--- src/rtl/majority_window_filter_pkg.sv ---
// Shared definitions for the majority window filter: FSM encoding,
// legal window-size bounds and the majority/hysteresis decision helper.
package majority_window_filter_pkg;

  localparam int MAJ_N_MIN = 32'sd2;
  localparam int MAJ_N_MAX = 32'sd32;

  typedef enum logic [0:0] {
    ST_FILL = 1'b0,
    ST_RUN  = 1'b1
  } fsm_state_e;

  // Majority with tie hysteresis: on an exact half the previous decision is kept.
  function automatic logic maj_decide(input int ones, input int n, input logic prev);
    logic res;
    if ((32'sd2 * ones) > n) begin
      res = 1'b1;
    end else if ((32'sd2 * ones) < n) begin
      res = 1'b0;
    end else begin
      res = prev;
    end
    return res;
  endfunction

endpackage

--- src/rtl/majority_window_shreg.sv ---
// N-sample shift register with an incrementally maintained ones counter.
// Newest sample enters at bit 0; the bit leaving at N-1 is subtracted.
module majority_window_shreg
  import majority_window_filter_pkg::*;
#(
  parameter int N     = 4,
  parameter int CNT_W = $clog2(N + 1)
) (
  input  logic             clk,
  input  logic             rst_n,
  input  logic             clear_i,
  input  logic             shift_i,
  input  logic             din_i,
  output logic [N-1:0]     window_o,
  output logic [CNT_W-1:0] ones_o,
  output logic [CNT_W-1:0] ones_next_o
);

  logic [N-1:0]     window_q;
  logic [N-1:0]     window_d;
  logic [CNT_W-1:0] ones_q;
  logic [CNT_W-1:0] ones_d;
  logic             out_bit_s;

  assign out_bit_s = window_q[N-1];

  // Next window and count; exact because the window always starts zeroed.
  always_comb begin
    window_d = {window_q[N-2:0], din_i};
    ones_d   = ones_q + {{(CNT_W-1){1'b0}}, din_i} - {{(CNT_W-1){1'b0}}, out_bit_s};
  end

  // Window and counter update only on sample strobes; flush on clear.
  always_ff @(posedge clk or negedge rst_n) begin
    if (!rst_n) begin
      window_q <= '0;
      ones_q   <= '0;
    end else if (clear_i) begin
      window_q <= '0;
      ones_q   <= '0;
    end else if (shift_i) begin
      window_q <= window_d;
      ones_q   <= ones_d;
    end else begin
      window_q <= window_q;
      ones_q   <= ones_q;
    end
  end

  assign window_o    = window_q;
  assign ones_o      = ones_q;
  assign ones_next_o = ones_d;

endmodule

--- src/rtl/majority_window_filter.sv ---
// Sliding-window majority filter: collects a serial bit into an N-sample
// window, exposes the window, and produces a registered majority decision
// with tie hysteresis plus a one-cycle change pulse.
module majority_window_filter
  import majority_window_filter_pkg::*;
#(
  parameter  int N     = 4,
  localparam int CNT_W = $clog2(N + 1)
) (
  input  logic             clk,
  input  logic             rst_n,
  input  logic             clear,
  input  logic             sample_en,
  input  logic             din,
  output logic [N-1:0]     window,
  output logic [CNT_W-1:0] ones_cnt,
  output logic             filling,
  output logic             dout,
  output logic             dout_valid,
  output logic             dout_change
);

  generate
    if ((N < MAJ_N_MIN) || (N > MAJ_N_MAX)) begin : g_bad_n
      $error("majority_window_filter: N must be within 2..32");
    end
  endgenerate

  fsm_state_e       state_q;
  logic [CNT_W-1:0] fill_cnt_q;
  logic             filling_q;
  logic             dout_q;
  logic             dout_d;
  logic             dout_valid_q;
  logic             dout_change_q;
  logic             fill_done_s;
  logic [CNT_W-1:0] ones_next_s;

  majority_window_shreg #(
    .N     (N),
    .CNT_W (CNT_W)
  ) u_shreg (
    .clk         (clk),
    .rst_n       (rst_n),
    .clear_i     (clear),
    .shift_i     (sample_en),
    .din_i       (din),
    .window_o    (window),
    .ones_o      (ones_cnt),
    .ones_next_o (ones_next_s)
  );

  // Decision on the post-update count; last sample of the fill completes the window.
  always_comb begin
    dout_d      = maj_decide(int'(ones_next_s), N, dout_q);
    fill_done_s = (fill_cnt_q == CNT_W'(N - 1));
  end

  // Fill/run sequencing with registered decision, valid and change pulse.
  always_ff @(posedge clk or negedge rst_n) begin
    if (!rst_n) begin
      state_q       <= ST_FILL;
      fill_cnt_q    <= '0;
      filling_q     <= 1'b1;
      dout_q        <= 1'b0;
      dout_valid_q  <= 1'b0;
      dout_change_q <= 1'b0;
    end else if (clear) begin
      state_q       <= ST_FILL;
      fill_cnt_q    <= '0;
      filling_q     <= 1'b1;
      dout_q        <= 1'b0;
      dout_valid_q  <= 1'b0;
      dout_change_q <= 1'b0;
    end else if (sample_en) begin
      case (state_q)
        ST_FILL: begin
          dout_change_q <= 1'b0;
          if (fill_done_s) begin
            state_q      <= ST_RUN;
            fill_cnt_q   <= CNT_W'(N);
            filling_q    <= 1'b0;
            dout_valid_q <= 1'b1;
            dout_q       <= dout_d;
          end else begin
            fill_cnt_q   <= fill_cnt_q + CNT_W'(1);
          end
        end
        ST_RUN: begin
          dout_q        <= dout_d;
          dout_change_q <= (dout_d != dout_q);
        end
        default: begin
          state_q       <= ST_FILL;
          fill_cnt_q    <= '0;
          filling_q     <= 1'b1;
          dout_q        <= 1'b0;
          dout_valid_q  <= 1'b0;
          dout_change_q <= 1'b0;
        end
      endcase
    end else begin
      dout_change_q <= 1'b0;
    end
  end

  assign filling     = filling_q;
  assign dout        = dout_q;
  assign dout_valid  = dout_valid_q;
  assign dout_change = dout_change_q;

endmodule

--- config.mk ---
export PLATFORM = sky130hd
export DESIGN_NAME = majority_window_filter
export DESIGN_NICKNAME = d
export VERILOG_FILES = /design/src/rtl/majority_window_filter_pkg.sv /design/src/rtl/majority_window_shreg.sv /design/src/rtl/majority_window_filter.sv
export SDC_FILE = /design/constraint.sdc
export NUM_CORES = 1
export LEC_CHECK = 0
export BUFFER_PORTS_ARGS = -buffer_cell sky130_fd_sc_hd__buf_2
export CAP_MARGIN = 40
export CORE_MARGIN = 5
export CORE_UTILIZATION = 59
export CTS_BUF_LIST = sky130_fd_sc_hd__clkbuf_8
export DETAILED_ROUTE_END_ITERATION = 8
export PLACE_DENSITY = 0.95
export REMOVE_ABC_BUFFERS = 1
export SYNTH_ARGS = -nofsm -noshare
export SYNTH_HDL_FRONTEND = slang
export SYNTH_SLANG_ARGS = --single-unit
--- constraint.sdc ---
create_clock -name clk -period 6.2 [get_ports clk]
set_clock_uncertainty 0.05 [all_clocks]
set_input_delay 0.62 -clock clk [delete_from_list [all_inputs] [get_ports clk]]
set_output_delay 0.62 -clock clk [all_outputs]
set_load 0.02 [all_outputs]
# Word-level counts from Yosys, hierarchy flattened
# Cells that the tools add are included.
# totals
ff_bits,15
inputBits,5
out_inout_bits,11
elab_cells,52
# op_classes
add_sub_neg,3
n_lt_le_gt_ge,2
n_eq_ne,4
n_mux,29
bitwise,1
n_reduce_logical,5
# ops
operator,count
$mux 1,19
$mux 3,6
$mux 4,2
$gt 4x3->1 const B,1
$lt 4x3->1 const B,1
$pmux 1 s2,2
$reduce_and 2->1,2
$reduce_bool 2->1,2
$add 3x1->3,1
$add 3x1->3 const B,1
$eq 3x2->1 const B,1
$ne 3x3->1 const B,1
$reduce_and 3->1,1
$sub 3x1->3,1
$ne 2x2->1 const B,1
$ne 1x1->1,1
$not 1->1,1

# Depth between registers and ports, before layout
# Gate-level depths: netlist of run 1.
# depth
word_depth,9
mapped_depth,9
depth_no_buf,9

# Hierarchy
# Synthesis of run 1 repeated with hierarchy kept, for this count alone.
# unflattened
hier_cells,71
area_unflattened_um2,768.2
# by_module_without_submodules
mod,n_inst,cells_each,area_each_um2,seq_area_each_um2
majority_window_filter,1,36,392.9,201.4
majority_window_shreg,1,35,375.4,175.2

# Least setup slack after synthesis of run 1
# No wires, ideal clock.
# synth_path
path_type,register -> register
from,"register u_shreg.ones_q[0], in the netlist u_shreg.ones_o[0]"
to,"register u_shreg.ones_q[2], in the netlist u_shreg.ones_o[2]"
setup_ps,78
arrival_time_ps,1943
required_time_ps,6072
setup_slack_ps,4129
path_stages_with_launch,10
n_path_buf,0
synth_period_minus_slack_ps,2071
path_cell_list,dfrtp_1 -> inv_1 -> ha_1 -> inv_1 -> ha_1 -> inv_1 -> fa_1 -> xnor2_1 -> or3_1 -> a21oi_1
# synth_via
elab_chain_cells,4
# synth_lines
item,line_no,source
start: declaration,majority_window_shreg.sv:21,logic [CNT_W-1:0] ones_q;
start signal: assignment,majority_window_shreg.sv:43,ones_q <= ones_d;
start signal: assignment,majority_window_shreg.sv:46,ones_q <= ones_q;
$add 3x1->3,majority_window_shreg.sv:30,"ones_d = ones_q + {{(CNT_W-1){1'b0}}, din_i} - {{(CNT_W-1){1'b0}}, out_bit_s};"
$sub 3x1->3,majority_window_shreg.sv:30,
$mux 3,majority_window_shreg.sv:41,end else if (shift_i) begin
$mux 3,majority_window_shreg.sv:38,end else if (clear_i) begin
# No other way between the ends. The select of a mux whose other input is x is not followed.
# A chain may end at the register's enable or synchronous reset.

# Worst setup path in the final report of run 1
# layout_path
from,"register u_shreg.window_q[3], in the netlist u_shreg.window_o[3]"
to,"register dout_change_q, in the netlist dout_change"
# layout_via
elab_chain_cells,8
word_cells_on_any_way,9
classes_between,add/sub (1); order compare (2); eq/ne (1); mux (5)
# layout_lines
item,line_no,source
start: declaration,majority_window_shreg.sv:19,logic [N-1:0] window_q;
start signal: assignment,majority_window_shreg.sv:42,window_q <= window_d;
start signal: assignment,majority_window_shreg.sv:45,window_q <= window_q;
$sub 3x1->3 (*),majority_window_shreg.sv:30,
$lt 4x3->1,majority_window_filter_pkg.sv:18,end else if ((32'sd2 * ones) < n) begin
$mux 1,majority_window_filter_pkg.sv:18,
$mux 1 (*),majority_window_filter_pkg.sv:16,if ((32'sd2 * ones) > n) begin
$ne 1x1->1 (*),majority_window_filter.sv:91,dout_change_q <= (dout_d != dout_q);
$pmux 1 s2 (*),majority_window_filter.sv:76,case (state_q)
$mux 1 (*),majority_window_filter.sv:75,end else if (sample_en) begin
$mux 1 (*),majority_window_filter.sv:68,end else if (clear) begin
end signal: assignment,majority_window_filter.sv:91,
end: declaration,majority_window_filter.sv:35,logic dout_change_q;
# Mark *: on every way between the ends. The rest lies on a longest branch, timed or not.

==> impl_metrics.env, run 1 <==
export IMPL_critical_path_required_ns=6.28
export IMPL_die_h_um=46.06
export IMPL_synth_warning_count=0
export IMPL_drt_total_wl_um=1600
export IMPL_cts_tree="yes"
export IMPL_die_area_um2=2121
export IMPL_cts_buffers=3
export IMPL_drc=0
export IMPL_grt_pass1_wl_um=2753
export IMPL_synth_top_cells_by_area="dfrtp_1, mux2i_1, ha_1, nor2_1, inv_1"
export IMPL_layout_common_cells="buf_2, dfrtp_1, nor2_1"
export IMPL_synth_edf_count=0
export IMPL_yosysSeqAreaShare=0.4910
export IMPL_ys_flop_type="dfrtp_1"
export IMPL_netlist_instances=69
export IMPL_cts_max_level=1
export IMPL_start_util=0.6045
export IMPL_hold_ws_ns=0.2073
export IMPL_p_per_area_nw_per_um2=240.3
export IMPL_hold_viol_final=0
export IMPL_grt_use_total=0.1898
export IMPL_drive_gt1_frac=0.2558
export IMPL_synth_top_family_by_area="simple AND/OR/NAND/NOR gates"
export IMPL_holdBufCountCts=0
export IMPL_antenna_cells=0
export IMPL_r2r_end="dout_change$_DFF_PN0_"
export IMPL_vias=555
export IMPL_first_global_vias=609
export IMPL_status="complete, no violations"
export IMPL_r2r_slack_ns=4.11
export IMPL_synth_top_area_share=0.4568
export IMPL_finalCriticalPeriod_ns=2.090
export IMPL_viasPerCell=5.495
export IMPL_synth_compound_area_frac=0.09135
export IMPL_peakVddDrop_v=0.0001843
export IMPL_clkSinkCount=15
export IMPL_finalSetupTns_ns=0
export IMPL_drt_iter0_markers=4
export IMPL_clkSlewWorstSetupHoldPaths_ns=0.06
export IMPL_cts_resized=0
export IMPL_fin_util=0.7051
export IMPL_setup_worst_path_start_class="register"
export IMPL_async_reset_ff_frac=1.000
export IMPL_io_pins=16
export IMPL_portBuffers=15
export IMPL_yosys_area_share_adder=0.09135
export IMPL_worstSetupPathType="reg -> reg"
export IMPL_setup_violations_final=0
export IMPL_clock_path_buffers=2
export IMPL_maxCapViolCount=0
export IMPL_synth_area_um2=767.0
export IMPL_post_cts_buffers=0
export IMPL_die_w_um=46.06
export IMPL_ant_nets=0
export IMPL_rsz0062_at_grt="false"
export IMPL_globalplace_congestion=0.6810
export IMPL_overflow=0
export IMPL_rr_worst_depth=8
export IMPL_slew_headroom=0.7702
export IMPL_synth_xor_xnor_area_share=0.04241
export IMPL_nNetsFinal=97
export IMPL_critPathMaxFanout=3
export IMPL_synth_seq_cells=15
export IMPL_core_area_um2=1269
export IMPL_cts_root_buf="clkbuf_8"
export IMPL_crit_arrival_ns=2.17
export IMPL_maxSlewViolCount=0
export IMPL_worstSetupEndpointType="register"
export IMPL_yosys_area_share_simple=0.1256
export IMPL_dpl_hpwl_um=1214
export IMPL_insertion_delay_ns=0.25
export IMPL_grt_max_degree=16
export IMPL_routedWlPerCell_um=15.84
export IMPL_antenna_found_initial=0
export IMPL_period_share=0.3371
export IMPL_hp_class="in -> async"
export IMPL_syn_to_final_growth_pct=16.64
export IMPL_muxShareOfSynthArea=0.1044
export IMPL_p_leak_uw=0.0004780
export IMPL_total_power_uw=215.0
export IMPL_dr_pass1_iters=4
export IMPL_rows=13
export IMPL_synth_area_leader_cell="dfrtp_1"
export IMPL_r2r_start="u_shreg.window_o[3]$_DFFE_PN0P_"
export IMPL_synthDistinctLibCells=24
export IMPL_fmax_ghz=0.4785
export IMPL_final_common_cell="buf_2"
export IMPL_syn_area_per_cell_um2=11.12
export IMPL_tightest_slew_ns=0.3411
[logic make-up (layout without fill, tap and decap cells)]
| logic type | Yosys count | in the layout |
|---|---|---|
| and+or+nand+nor | 19 | 19 |
| DFF | 15 | 15 |
| AOI/OAI and AO/OA | 10 | 10 |
| buffers and inverters | 10 | 27 |
| muxes | 8 | 8 |
| adders and majority gates | 5 | 5 |
| xor gates and xnor gates | 2 | 2 |
[critical path, stage by stage, from the launching register on]
cell,delay (ns)
dfrtp_1,0.40
ha_1,0.29
inv_1,0.06
ha_1,0.14
inv_1,0.05
fa_1,0.49
o21ba_2,0.17
nor3_1,0.25
nor3_2,0.07
[where the power goes]
group          internal (uW)  switching, uW
sequential               102           3.71
clock                   43.9           33.3
combinational           13.2           18.8
[registers in the layout (all words and copies together), names as in the netlist]
| name | count |
|---|---|
| fill_cnt_q | 3 |
| u_shreg.ones_o | 3 |
| filling | 1 |
| state_q | 1 |
| dout_change | 1 |
| dout | 1 |
| dout_valid | 1 |
| u_shreg.window_o | 4 |
[per-stage QoR]
step	instance area (um^2)	instances	worst slack, ns
6_report	894.6	101	4.110
5_1_grt	894.6	101	3.981
4_1_cts	894.6	101	4.101
3_5_place_dp	849.6	97	4.127
3_3_place_gp	849.6	97	4.165
2_1_floorplan	755.7	67	4.130
[worst max-delay path by stage]
stage	from	to	slack, ns	cells past startpoint
4_1_cts	u_shreg.window_o[3]$_DFFE_PN0P_	dout_change$_DFF_PN0_	4.10	8
3_3_place_gp	din	dout$_DFFE_PN0P_	4.17	7
2_1_floorplan	u_shreg.ones_o[0]$_DFFE_PN0P_	u_shreg.ones_o[2]$_DFFE_PN0P_	4.13	9
5_1_grt	u_shreg.ones_o[0]$_DFFE_PN0P_	dout_change$_DFF_PN0_	3.98	9
3_5_place_dp	u_shreg.window_o[3]$_DFFE_PN0P_	dout_change$_DFF_PN0_	4.13	8
6_report	u_shreg.window_o[3]$_DFFE_PN0P_	dout_change$_DFF_PN0_	4.11	8
[routing by layer]
metal,track usage,vias up,share of wire
met3,0.05859,6,0.063
met1,0.1915,267,0.37
met5,0,-,0
met2,0.3434,20,0.54
met4,0.09659,0,0.032
li1,-,262,-
[area by class of cell]
type	instances	area [um^2]
fillers	102	374.1
flip-flops and latches	15	376.6
well taps	15	18.77
repair buffers	15	75.07
clock inverters	1	3.754
multi-input cells	44	349.1
clock buffers	3	41.29
inverters	8	30.03
[synth_stat cells (2+ instances only)]
master and instances:
a21oi_1 3, dfrtp_1 14, ha_1 4, inv_1 8, mux2i_1 8, nand3b_1 2, nor2_1 11, nor3_1 2
o21ai_0 2
Power figures use the tool's default switching activity.
==> run 2: changes to the inputs <==
--- a/config.mk
+++ b/config.mk
@@ -8,10 +8,10 @@
 export BUFFER_PORTS_ARGS = -buffer_cell sky130_fd_sc_hd__buf_2
 export CAP_MARGIN = 40
 export CORE_MARGIN = 5
-export CORE_UTILIZATION = 59
+export CORE_UTILIZATION = 49
 export CTS_BUF_LIST = sky130_fd_sc_hd__clkbuf_8
 export DETAILED_ROUTE_END_ITERATION = 8
-export PLACE_DENSITY = 0.95
+export PLACE_DENSITY = 0.86
 export REMOVE_ABC_BUFFERS = 1
 export SYNTH_ARGS = -nofsm -noshare
 export SYNTH_HDL_FRONTEND = slang
==> constraint.sdc (replaced) <==
create_clock -name clk -period 1.9 [get_ports clk]
set_clock_uncertainty 0.05 [all_clocks]
set_input_delay 0.19 -clock clk [delete_from_list [all_inputs] [get_ports clk]]
set_output_delay 0.19 -clock clk [all_outputs]
set_load 0.02 [all_outputs]
==> impl_metrics.env, run 2 (same netlist as run 1, synthesis figures left out) <==
export IMPL_dpl_hpwl_um=1044
export IMPL_r2r_slack_ns=-0.13
export IMPL_cts_root_buf="clkbuf_8"
export IMPL_insertion_delay_ns=0.25
export IMPL_grt_pass1_wl_um=2691
export IMPL_overflow=0
export IMPL_routedWlPerCell_um=14.56
export IMPL_io_pins=16
export IMPL_die_area_um2=2457
export IMPL_ant_nets=0
export IMPL_post_place_ws_ns=-0.1657
export IMPL_crit_arrival_ns=2.16
export IMPL_grt_use_total=0.1421
export IMPL_clock_path_buffers=2
export IMPL_antenna_found_initial=0
export IMPL_setup_violations_final=3
export IMPL_status="finished, violations left"
export IMPL_die_h_um=49.57
export IMPL_grt_max_degree=16
export IMPL_rows=14
export IMPL_multi_input_area_um2=379.1
export IMPL_seq_area_um2=376.6
export IMPL_portBuffers=15
export IMPL_period_share=1.070
export IMPL_die_w_um=49.57
export IMPL_tightest_slew_ns=0.5664
export IMPL_finalCriticalPeriod_ns=2.032
export IMPL_cts_max_level=1
export IMPL_rsz0062_at_grt="true"
export IMPL_maxCapViolCount=0
export IMPL_globalplace_congestion=0.7294
export IMPL_syn_to_final_growth_pct=27.08
export IMPL_largest_reg_flops=4
export IMPL_hp_class="in -> reg"
export IMPL_antenna_cells=0
export IMPL_p_sw_frac=0.2667
export IMPL_p_sw_uw=193.9
export IMPL_critical_path_required_ns=2.03
export IMPL_pwr_share_comb=0.172
export IMPL_setup_worst_path_start_class="register"
export IMPL_clkSinkCount=15
export IMPL_viasPerCell=5.324
export IMPL_maxSlewViolCount=0
export IMPL_drive_gt1_frac=0.3696
export IMPL_violations="setup timing"
export IMPL_peakVddDrop_v=0.0004914
export IMPL_first_global_vias=628
export IMPL_p_per_area_nw_per_um2=745.8
export IMPL_fmax_ghz=0.4921
export IMPL_clkSlewWorstSetupHoldPaths_ns=0.06
export IMPL_dr_pass1_iters=4
export IMPL_worstSetupEndpointType="register"
export IMPL_critPathMaxFanout=2
export IMPL_drc=0
export IMPL_cts_buffers=3
export IMPL_total_power_uw=726.9
export IMPL_layout_setup_ws_ns=-0.1321
export IMPL_power_frac_clock=0.355
export IMPL_worstSetupPathType="reg -> reg"
export IMPL_cts_tree="yes"
export IMPL_nFillCells=112
export IMPL_layout_common_cells="buf_2, dfrtp_1, nor2_1"
export IMPL_final_common_cell="buf_2"
export IMPL_core_area_um2=1489
export IMPL_start_util=0.5151
export IMPL_p_int_uw=533.0
export IMPL_slew_headroom=0.6184
export IMPL_vias=575
export IMPL_drt_iter0_markers=6
export IMPL_nNetsFinal=103
export IMPL_p_leak_uw=0.0005075
export IMPL_fin_util=0.6546
export IMPL_hold_viol_final=0
export IMPL_drt_total_wl_um=1573
export IMPL_pwr_share_seq=0.473
==> run 2: layer usage <==
| layer | part of all wire | track usage |
|---|---|---|
| met5 | 0 | 0 |
| met3 | 0.045 | 0.02410 |
| met4 | 0.036 | 0.1092 |
| met1 | 0.43 | 0.1721 |
| met2 | 0.49 | 0.2203 |
==> run 2: power groups by stage <==
| stage | Combinational [uW] | Sequential (uW) | Clock, uW |
|---|---|---|---|
| floorplan | 55.4 | 358 | 0 |
| global placement | 101 | 348 | 0 |
| detailed placement | 105 | 349 | 0 |
| CTS | 116 | 344 | 269 |
| global route | 139 | 346 | 284 |
| finish | 125 | 344 | 258 |
==> run 2: worst max-delay path, cell delays in order (launching register included) <==
cell and delay [ns]:
dfrtp_1 0.38, ha_1 0.29, inv_1 0.06, ha_1 0.13, inv_1 0.05, fa_2 0.36, xnor2_1 0.16, or3_1 0.35
a21oi_2 0.14
==> run 2: path summary, 6_finish.rpt <==
path,startpoint,endpoint,cells after the start
worst min-delay path,din,u_shreg.window_o[0]$_DFFE_PN0P_,3
max in group asynchronous,rst_n,filling$_DFFE_PN1P_,2
min in group asynchronous,rst_n,dout_change$_DFF_PN0_,2
worst min register to register,filling$_DFFE_PN1P_,filling$_DFFE_PN1P_,1
worst max register to register,u_shreg.window_o[3]$_DFFE_PN0P_,u_shreg.ones_o[2]$_DFFE_PN0P_,8
worst max-delay path,u_shreg.window_o[3]$_DFFE_PN0P_,u_shreg.ones_o[2]$_DFFE_PN0P_,8
==> run 2: layout make-up <==
type                       instances  area share
multi-input combinational         44      0.3890
tap                               16     0.02054
clock buffer                       3     0.04236
timing repair buffer              21      0.1258
sequential                        15      0.3864
inverter                           8     0.03081
clock inverter                     1    0.005135
==> run 2: per-stage QoR <==
| step | instances | hold slack, ns | area, um^2 | setup TNS, ns |
|---|---|---|---|---|
| floorplan | 67 | -0.1556 | 755.7 | -0.4869 |
| global placement | 100 | 0.05564 | 865.8 | -0.1858 |
| detailed placement | 100 | 0.06261 | 865.8 | -0.4083 |
| CTS | 106 | 0.1722 | 948.4 | -0.2665 |
| global route | 108 | 0.2292 | 974.7 | -0.6944 |
| finish | 108 | 0.1979 | 974.7 | -0.3132 |
==> run 2: timing repair <==
action                     4_1_cts  5_1_grt
pin swaps                        2        3
hold buffers                     1        0
gates resized for setup          4        4
buffers inserted                 1        2
hold endpoints to repair        14        0
cloned                           0        0
setup endpoints to repair        3        4
